File: src/rtl/circle_pkg.sv
// rtl/circle_pkg.sv - shared state type and constants for the circle drawing block
//
// Purpose: state encoding for circle_ctrl plus octant count and screen
// geometry constants shared with the surrounding datapath.
// Ports: none (package).
package circle_pkg;

  typedef enum logic [2:0] {
    IDLE,
    CLEAR,
    LOAD,
    CHECK,
    PLOT,
    UPDATE,
    DONE
  } circ_state_t;

  localparam int N_OCTANTS = 8;
  localparam int SCREEN_W  = 160;
  localparam int SCREEN_H  = 120;

endpackage

File: src/rtl/circle_ctrl.sv
// rtl/circle_ctrl.sv - control FSM sequencing fillscreen and the octant Bresenham loop
//
// Purpose: on start, optionally clears the screen, loads the offset/crit
// registers, then loops CHECK -> 8x PLOT -> UPDATE until offset_y > offset_x,
// and holds done until start is released. Generates no pixels itself.
// Ports:
//   clk, resetn               clock, asynchronous active-low reset
//   start / done              level handshake with the top level
//   fill_start / fill_done    fillscreen request / completion
//   draw_circle, octant_sel   circle path select and octant index (PLOT)
//   load_x, load_y, load_crit datapath initialisation strobes (LOAD)
//   inc_y, dec_x, calc_crit   datapath step strobes (UPDATE)
//   offset_x, offset_y, crit  signed feedback from the datapath
module circle_ctrl
  import circle_pkg::*;
#(
  parameter int OFFSET_X_DW = 9,
  parameter int OFFSET_Y_DW = 8,
  parameter int CRIT_DW     = 9,
  parameter bit CLEAR_EN    = 1'b1
) (
  input  logic                   clk,
  input  logic                   resetn,
  input  logic                   start,
  output logic                   done,
  output logic                   fill_start,
  input  logic                   fill_done,
  output logic                   draw_circle,
  output logic [2:0]             octant_sel,
  output logic                   load_x,
  output logic                   load_y,
  output logic                   load_crit,
  output logic                   inc_y,
  output logic                   dec_x,
  output logic                   calc_crit,
  input  logic [OFFSET_X_DW-1:0] offset_x,
  input  logic [OFFSET_Y_DW-1:0] offset_y,
  input  logic [CRIT_DW-1:0]     crit
);

  localparam int CMP_DW = (OFFSET_X_DW > OFFSET_Y_DW) ? OFFSET_X_DW : OFFSET_Y_DW;
  localparam logic [2:0] LAST_OCT = 3'(N_OCTANTS - 1);

  circ_state_t state;
  logic [2:0]  oct_cnt;

  // Both offsets are sign-extended to a common width before comparing, since
  // offset_x goes negative (-1) when radius is 0.
  logic signed [CMP_DW-1:0] x_ext;
  logic signed [CMP_DW-1:0] y_ext;
  logic                     y_le_x;
  logic                     crit_pos;

  assign x_ext    = CMP_DW'($signed(offset_x));
  assign y_ext    = CMP_DW'($signed(offset_y));
  assign y_le_x   = (y_ext <= x_ext);
  assign crit_pos = !crit[CRIT_DW-1] && (crit != '0);

  always_ff @(posedge clk or negedge resetn) begin
    if (!resetn) begin
      state   <= IDLE;
      oct_cnt <= '0;
    end else begin
      case (state)
        IDLE: begin
          if (start) state <= CLEAR_EN ? CLEAR : LOAD;
        end
        CLEAR: begin
          if (fill_done) state <= LOAD;
        end
        LOAD: begin
          state <= CHECK;
        end
        CHECK: begin
          oct_cnt <= '0;
          state   <= y_le_x ? PLOT : DONE;
        end
        PLOT: begin
          // oct_cnt wraps back to 0 on the last octant by natural overflow
          oct_cnt <= oct_cnt + 3'd1;
          if (oct_cnt == LAST_OCT) state <= UPDATE;
        end
        UPDATE: begin
          state <= CHECK;
        end
        DONE: begin
          // stay here while start is held so a held request cannot re-trigger
          if (!start) state <= IDLE;
        end
        default: begin
          state   <= IDLE;
          oct_cnt <= '0;
        end
      endcase
    end
  end

  // Moore decode; dec_x is the only output that also looks at an input.
  always_comb begin
    done        = 1'b0;
    fill_start  = 1'b0;
    draw_circle = 1'b0;
    octant_sel  = 3'd0;
    load_x      = 1'b0;
    load_y      = 1'b0;
    load_crit   = 1'b0;
    inc_y       = 1'b0;
    dec_x       = 1'b0;
    calc_crit   = 1'b0;
    case (state)
      CLEAR: fill_start = 1'b1;
      LOAD: begin
        load_x    = 1'b1;
        load_y    = 1'b1;
        load_crit = 1'b1;
      end
      PLOT: begin
        draw_circle = 1'b1;
        octant_sel  = oct_cnt;
      end
      UPDATE: begin
        inc_y     = 1'b1;
        calc_crit = 1'b1;
        dec_x     = crit_pos;
      end
      DONE:    done = 1'b1;
      default: ;
    endcase
  end

endmodule
File: config.mk
export PLATFORM = sky130hd
export DESIGN_NAME = circle_ctrl
export DESIGN_NICKNAME = d
export VERILOG_FILES = /design/src/rtl/circle_pkg.sv /design/src/rtl/circle_ctrl.sv
export SDC_FILE = /design/constraint.sdc
export NUM_CORES = 1
export LEC_CHECK = 0
export ABC_AREA = 1
export BUFFER_PORTS_ARGS = -buffer_cell sky130_fd_sc_hd__buf_2
export CAP_MARGIN = 40
export CELL_PAD_IN_SITES_DETAIL_PLACEMENT = 1
export CELL_PAD_IN_SITES_GLOBAL_PLACEMENT = 2
export CORE_AREA = 4 4 65 67
export CTS_CLUSTER_SIZE = 16
export DETAILED_ROUTE_END_ITERATION = 12
export DIE_AREA = 0 0 69 71
export PLACE_DENSITY_LB_ADDON = 0.1
export SYNTH_ARGS = -nofsm -noshare
export SYNTH_HDL_FRONTEND = slang
export SYNTH_SLANG_ARGS = --single-unit
File: constraint.sdc
create_clock -name clk -period 1.6 [get_ports clk]
set_input_delay 0.32 -clock clk [delete_from_list [all_inputs] [get_ports clk]]
set_output_delay 0.32 -clock clk [all_outputs]
set_load 0.005 [all_outputs]
==> flow_summary.ini, run 1 <==
[floorplan]
ios = 42
dieArea_sq_um = 4900
placeableCoreArea_sq_um = 3630
rows = 22
initial_core_util_pct = 20.7
die_w_um = 69
die_h_um = 71

[timing]
setup_viol = 0
slew_violations = 0
relSlewSlack_pct = 75.5
finClkSkew_ns = 0.00129
fin_crit_ns = 1.54
finalWorstSetupSlack_ns = 0.0563
rsz0062_at_grt = true
holdWs_ns = 0.449
hold_viol = 0
worst_slew_pin_slew_ns = 0.368
post-route-period-util_pct = 96.5
fmax_mhz = 648
fin_setup_tns_ns = 0

[placed_design]
place.gp.congestion = 0.796
portBuffers = 41
place_hpwl_um = 1810
place_ws_ns = 0.0154
dp_cells = 196

[cts]
cts_max_path_buffers = 2
cts-root-buf = clkbuf_8
clk_pin_slew_worst_paths_ns = 0.04
cts_buffers = 3
cts_tree = done
htree_num_levels = 1
cts_sinks = 6
clk_latency_ns = 0.23

[worst_setup_path]
crit_type = reg -> out
crit_path_end_kind = output port
cp_cell_sequence = inv_4, ha_4, nand2_4, nor2_2, buf_2
arrival_ns = 1.22
cp_slowest_cell = dfrtp_2
cp.required_ns = 1.28
max_stage_delay_ns = 0.44
worstPathMaxFanout = 6
startpoint_type = register

[logic_synthesis]
ys.warnings.count = 0
ys_types = 20
seq_area_frac_synth_pct = 20.0
syn-num-nets = 155
syn_avg_cell_area_sq_um = 6.82
syn_area_sq_um = 751
syn-instance-count = 110
synth-seq-cells = 6

[routing]
drt-wirelength-per-cell_um = 10.5
num_vias = 844
drtPass1Iterations = 4
drc = 0
drt_iter0_drc = 6
viasPerCell = 4.12
final_antenna_net_count = 0
wirelength_um = 2150

[cells_and_area]
final_common_cell = buf_2
final_cell_mix = 41 x buf_2, 24 x nand2_1, 22 x inv_1
drive_above_1_share_pct = 45.9
areaGrowthSynthToFinish_pct = 54.5
final_core_util_pct = 31.9
stdcell_count = 205
nFillCells = 475
seqCellArea_sq_um = 151
fin_nets = 204
multi_input_area_sq_um = 547
antenna_cells = 0

[power_and_ir_drop]
p_per_area_nw_per_um2 = 1220
ir_drop_uv = 607
p_leak_nw = 0.690

[grt]
overflow = 0
grt_use_total_pct = 8.93
grt_pass1_vias = 858
grt_pass1_wl_um = 3690
antenna_found_initial = 0
grt_max_degree = 8

[outcome]
status = completed

[hold_path]
hold_path.class = in -> async

[run]
max-cap-violations = 0
==> cell families (layout without fill, tap and decap cells) <==
group | Yosys count | after routing | synth area share, %
buffers and inverters | 31 | 78 | 17.0
AOI/OAI and AO/OA | 14 | 14 | 11.7
DFF | 6 | 6 | 20.0
adders and majority gates | 15 | 15 | 25.0
and+or+nand+nor | 44 | 44 | 26.3
==> registers in the layout, indices dropped and copies added, names as in the netlist <==
| name | count |
|---|---|
| state | 3 |
| oct_cnt | 3 |
==> metal layers <==
metal | global-route usage [%] | vias up | wire length, um
met5 | 0 | - | 0
met4 | 1.30 | 0 | 0
met3 | 4.26 | 0 | 198
met2 | 15.8 | 31 | 1030
met1 | 9.97 | 379 | 914
li1 | - | 434 | -
==> metrics by stage <==
step	cell area, sq um	total power [mW]
finish	1160	1.41
global route	1160	1.58
CTS	1110	1.31
detailed placement	993	0.909
global placement	993	0.905
floorplan	751	0.720
==> synthesized netlist by cell type <==
cell | n | share of area, %
o21ai_0 | 7 | 4.7
a211oi_1 | 1 | 1.0
nor2_4 | 1 | 1.5
buf_4 | 3 | 3.0
nor2_1 | 8 | 4.0
o21ai_2 | 1 | 1.2
nand3_1 | 3 | 2.0
nor4_1 | 2 | 1.7
clkinv_1 | 1 | 0.50
dfrtp_1 | 6 | 20
a21oi_1 | 3 | 2.0
inv_1 | 26 | 13
inv_2 | 1 | 0.50
nand2_1 | 26 | 13
nand2_2 | 1 | 0.83
a21oi_2 | 1 | 1.2
nand4_1 | 2 | 1.7
o22ai_2 | 1 | 1.7
nor3b_2 | 1 | 1.7
ha_1 | 15 | 25
==> cell type report <==
class	instances	share of cell area [%]
multi-input cells	73	47.1
well taps	48	5.18
clock buffers	3	3.56
flip-flops and latches	6	13.1
repair buffers	47	21.8
inverters	28	9.28
==> what timing repair did <==
| item | in CTS | in global routing |
|---|---|---|
| resized for setup | 11 | 12 |
| pin swaps | 2 | 4 |
| hold buffers | 1 | 0 |
| setup endpoints to repair | 10 | 11 |
| setup buffers | 4 | 1 |
| endpoints found under the hold margin | 6 | 0 |
==> power by group <==
part / leakage [nW] / switching, mW / total (mW) / internal [mW]
clock network: 0.0216 / 0.0741 / 0.237 / 0.162
registers: 0.0771 / 0.0715 / 0.278 / 0.206
logic: 0.591 / 0.465 / 0.897 / 0.431
==> worst paths after layout <==
kind	startpoint	end	slack, ns	cells after the start
max reg2reg	state[1]	state[1]	0.13	8
min in group clk	start	state[2]	0.53	4
max	state[0]	octant_sel[2]	0.06	5
min	resetn	oct_cnt[2]	0.45	2
max in group asynchronous	resetn	state[0]	0.98	2
min reg2reg	oct_cnt[2]	oct_cnt[2]	0.58	2
==> worst max-delay path: cells and delay by family, from the launching register on <==
kind,cells,cell delay [ns]
and+or+nand+nor,2,0.20
buffers and inverters,2,0.21
adders and majority gates,1,0.16
DFF,1,0.44
No activity file was read; power rests on OpenSTA's default activity.
==> run 2: changes to the inputs <==
- REMOVE_ABC_BUFFERS: unset -> 1
==> run 2 against run 1 <==
Against the previous run:
- total power is 6.1% higher
- hold slack gained 0.0021 ns
- sequential share of layout area down 0.33 points
- clock power is 5% lower
- final cell count increased by 2.0%
==> flow_summary.ini, run 2 (synthesized netlist as in run 1, its figures left out) <==
[grt]
grt_pass1_vias = 873
overflow = 0
grt_max_degree = 8
grt_use_total_pct = 8.69
antenna_found_initial = 0
grt_pass1_wl_um = 3620

[worst_setup_path]
cp_cell_sequence = inv_2, ha_4, nand2_4, a211oi_2, buf_2
cp_top_family = flip-flops
arrival_ns = 1.24
worstPathMaxFanout = 3
cp-endpoint = dec_x
reg2reg_from = state[0]
crit_type = reg -> out
max_stage_delay_ns = 0.39
crit_path_end_kind = output port
cp.depth = 5
r2r_cells = 7
crit_buf_inv = 2
crit_start = state[1]
cp_slowest_cell = dfrtp_1
cp.required_ns = 1.28
reg2reg_to = state[1]
startpoint_type = register
r2r_setup_slack_ns = 0.13

[cts]
clk_latency_ns = 0.22
cts_tree = done
cts_buffers = 3
htree_num_levels = 1
clk_pin_slew_worst_paths_ns = 0.04
cts_sinks = 6
cts_max_path_buffers = 2
cts-root-buf = clkbuf_8

[timing]
fin_setup_tns_ns = 0
rsz0062_at_grt = true
holdWs_ns = 0.451
slew_violations = 0
hold_viol = 0
relSlewSlack_pct = 72.6
finClkSkew_ns = 0.00339
fin_crit_ns = 1.56
fmax_mhz = 642
post-route-period-util_pct = 97.3
setup_viol = 0
worst_slew_pin_slew_ns = 0.411
finalWorstSetupSlack_ns = 0.0425

[placed_design]
place_hpwl_um = 1800
place.gp.congestion = 0.761
dp_cells = 197
place_ws_ns = 0.0574
placement.cell_area_sq_um = 1000
portBuffers = 41

[cells_and_area]
stdcell_area_sq_um = 1190
nFillCells = 473
final_cell_mix = 41 x buf_2, 25 x nand2_1, 24 x inv_1
stdcell_count = 209
reg_top3 = oct_cnt x3, state x3
final_common_cell = buf_2
areaGrowthSynthToFinish_pct = 58.5
antenna_cells = 0
drive_above_1_share_pct = 44.1
final_core_util_pct = 32.7
fin_nets = 208

[power_and_ir_drop]
p_seq_share_pct = 18.3
p_sw_mw = 0.620
p_clk_share_pct = 15.1
p_comb_share_pct = 66.7
p_per_area_nw_per_um2 = 1260
p_leak_nw = 0.717
finalPower_mw = 1.50
ir_drop_uv = 785
p_sw_share_pct = 41.5
p_int_mw = 0.876

[routing]
drt_iter0_drc = 15
num_vias = 841
drtPass1Iterations = 4
drt-wirelength-per-cell_um = 10.1
final_antenna_net_count = 0
wirelength_um = 2110
drc = 0
viasPerCell = 4.02

[hold_path]
hold_path.class = in -> async

[floorplan]
initial_core_util_pct = 20.7
die_h_um = 71
rows = 22
die_w_um = 69
dieArea_sq_um = 4900
ios = 42
placeableCoreArea_sq_um = 3630

[outcome]
status = completed

[run]
max-cap-violations = 0
==> run 2: power groups by stage <==
stage | logic [mW] | registers, mW | clock network [mW]
floorplan | 0.432 | 0.246 | 0
global placement | 0.655 | 0.260 | 0
detailed placement | 0.659 | 0.263 | 0
CTS | 0.824 | 0.261 | 0.231
global route | 1.12 | 0.282 | 0.241
finish | 0.998 | 0.273 | 0.225
==> run 2: worst min path at each step <==
stage / cells after the start / slack (ns) / end / from
floorplan: 0 / 0.02 / oct_cnt[0] / resetn
global placement: 1 / 0.15 / oct_cnt[2] / resetn
detailed placement: 1 / 0.15 / oct_cnt[2] / resetn
CTS: 2 / 0.46 / state[2] / resetn
global route: 2 / 0.49 / state[2] / resetn
finish: 2 / 0.45 / state[2] / resetn
==> run 2: layout make-up <==
class	instances	area, sq um	share of cell area [%]
Multi-Input combinational cell	73	547	46.0
Timing Repair Buffer	51	283	23.8
Sequential cell	6	151	12.7
Inverter	28	108	9.04
Tap cell	48	60.1	5.05
Clock buffer	3	41.3	3.47
==> run 2: per-layer routing <==
layer	global-route usage (%)	routed length, um	share of wire (%)
met1	9.79	939	45
met2	16.0	1010	48
met3	3.55	157	7.4
met4	0.651	0	0
met5	0	0	0
==> run 2: timing repair <==
item | 4_1_cts | 5_1_grt
hold buffers | 1 | 0
gates resized for setup | 10 | 9
setup endpoints to repair | 11 | 10
pin swaps | 1 | 5
setup buffers | 4 | 5
hold endpoints to repair | 6 | 0
==> run 3: changes to the inputs <==
- CELL_PAD_IN_SITES_DETAIL_PLACEMENT: 1 -> unset
- CELL_PAD_IN_SITES_GLOBAL_PLACEMENT: 2 -> unset
- CORE_AREA: 4 4 65 67 -> 4 4 47 49
- DIE_AREA: 0 0 69 71 -> 0 0 51 53
- MAX_ROUTING_LAYER: unset -> met4
- PLACE_DENSITY: unset -> 0.76
- PLACE_DENSITY_LB_ADDON: 0.1 -> unset
==> run 3 against run 2 <==
Against the previous run:
- the run now ends with negative setup slack left
- count of clock-buffer cells in the layout unchanged
- die area decreased by 45%
- core utilization increased by 24 points
- worst setup slack got worse by 0.085 ns
- critical endpoint unchanged
- highest routed layer is now met4
==> flow_summary.ini, run 3 (synthesized netlist as in run 1, its figures left out) <==
[cts]
cts_tree = done
cts-root-buf = clkbuf_4
clk_pin_slew_worst_paths_ns = 0.05
clk_latency_ns = 0.26
htree_num_levels = 1
cts_buffers = 3
cts_sinks = 6
cts_max_path_buffers = 2

[cells_and_area]
areaGrowthSynthToFinish_pct = 41.2
final_cell_mix = 41 x buf_2, 25 x nand2_1, 23 x inv_1
reg_top3 = oct_cnt x3, state x3
final_common_cell = buf_2
antenna_cells = 0
final_core_util_pct = 56.9
fin_nets = 203
drive_above_1_share_pct = 40.4

[floorplan]
placeableCoreArea_sq_um = 1860
rows = 16
ios = 42
die_w_um = 51
die_h_um = 53
dieArea_sq_um = 2700
initial_core_util_pct = 40.3

[routing]
drc = 0
drt_iter0_drc = 0
drtPass1Iterations = 1
drt-wirelength-per-cell_um = 9.61
wirelength_um = 1760
viasPerCell = 4.43
num_vias = 811
final_antenna_net_count = 0

[timing]
fmax_mhz = 609
relSlewSlack_pct = 78.7
worst_slew_pin_slew_ns = 0.317
finClkSkew_ns = 0.00850
fin_crit_ns = 1.64
setup_viol = 5
post-route-period-util_pct = 103
slew_violations = 0
finalWorstSetupSlack_ns = -0.0427
hold_viol = 0
rsz0062_at_grt = true

[worst_setup_path]
arrival_ns = 1.32
crit_path_end_kind = output port
crit_type = reg -> out
startpoint_type = register
worstPathMaxFanout = 4
cp.required_ns = 1.28

[power_and_ir_drop]
p_leak_nw = 0.668
p_int_mw = 0.643
ir_drop_uv = 567
p_sw_mw = 0.527
p_clk_share_pct = 13.2
p_sw_share_pct = 45.0
p_seq_share_pct = 22.4
p_comb_share_pct = 64.4
p_per_area_nw_per_um2 = 1100

[grt]
grt_pass1_wl_um = 3110
overflow = 0
grt_pass1_vias = 792
grt_max_degree = 8
antenna_found_initial = 0
grt_use_total_pct = 16.3

[outcome]
violations = negative setup slack
status = finished, violations left

[placed_design]
place_ws_ns = 0.0972
place.gp.congestion = 0.876
place_hpwl_um = 1450
portBuffers = 41

[hold_path]
hold_path.class = in -> async

[run]
max-cap-violations = 0
run 3: worst max-delay path, cell delays in order (launching register included):
cell      delay [ns]
dfrtp_1         0.43
inv_2           0.11
ha_4            0.16
nand2_2         0.07
a211oi_2        0.15
buf_2           0.14
run 3: path summary, 6_finish.rpt:
path	cells after the start	from	slack, ns	to
max	5	state[1]	-0.04	dec_x
min	2	resetn	0.41	state[0]
max reg2reg	9	state[0]	0.13	state[1]
min reg2reg	2	oct_cnt[2]	0.57	oct_cnt[2]
max in group asynchronous	2	resetn	1.03	state[2]
min in group clk	4	fill_done	0.50	state[0]
run 3: power groups by stage:
stage          Clock, mW  Sequential (mW)  Combinational, mW
6_report           0.154            0.262              0.754
5_1_grt            0.167            0.269              0.861
4_1_cts            0.159            0.259              0.736
3_5_place_dp           0            0.259              0.623
3_3_place_gp           0            0.255              0.602
2_1_floorplan          0            0.246              0.432
run 3: routing by layer:
layer	track usage [%]	routed length, um
met1	17.2	709
met5	-	0
met4	8.07	38
met2	27.3	859
met3	5.63	150
run 3: final cells by class:
class | count | area [sq um]
clock buffers | 3 | 22.5
fillers | 187 | 802
inverters | 28 | 105
multi-input cells | 73 | 503
flip-flops and latches | 6 | 150
well taps | 27 | 33.8
repair buffers | 46 | 245
run 3: metrics by stage:
step / setup TNS, ns / power (mW) / area [sq um] / cells / hold slack, ns
6_report: -0.162 / 1.17 / 1060 / 183 / 0.415
5_1_grt: -0.825 / 1.30 / 1060 / 183 / 0.439
4_1_cts: -0.108 / 1.15 / 1050 / 182 / 0.416
3_5_place_dp: 0 / 0.882 / 967 / 175 / 0.158
3_3_place_gp: 0 / 0.857 / 967 / 175 / 0.153
2_1_floorplan: 0 / 0.678 / 728 / 107 / 0.0244
run 3: repair_timing:
item | 4_1_cts | 5_1_grt
buffers inserted | 3 | 1
endpoints found under the hold margin | 6 | 0
resized for setup | 9 | 1
endpoints found under the setup margin | 11 | 11
cloned | 0 | 0
hold buffers | 1 | 0
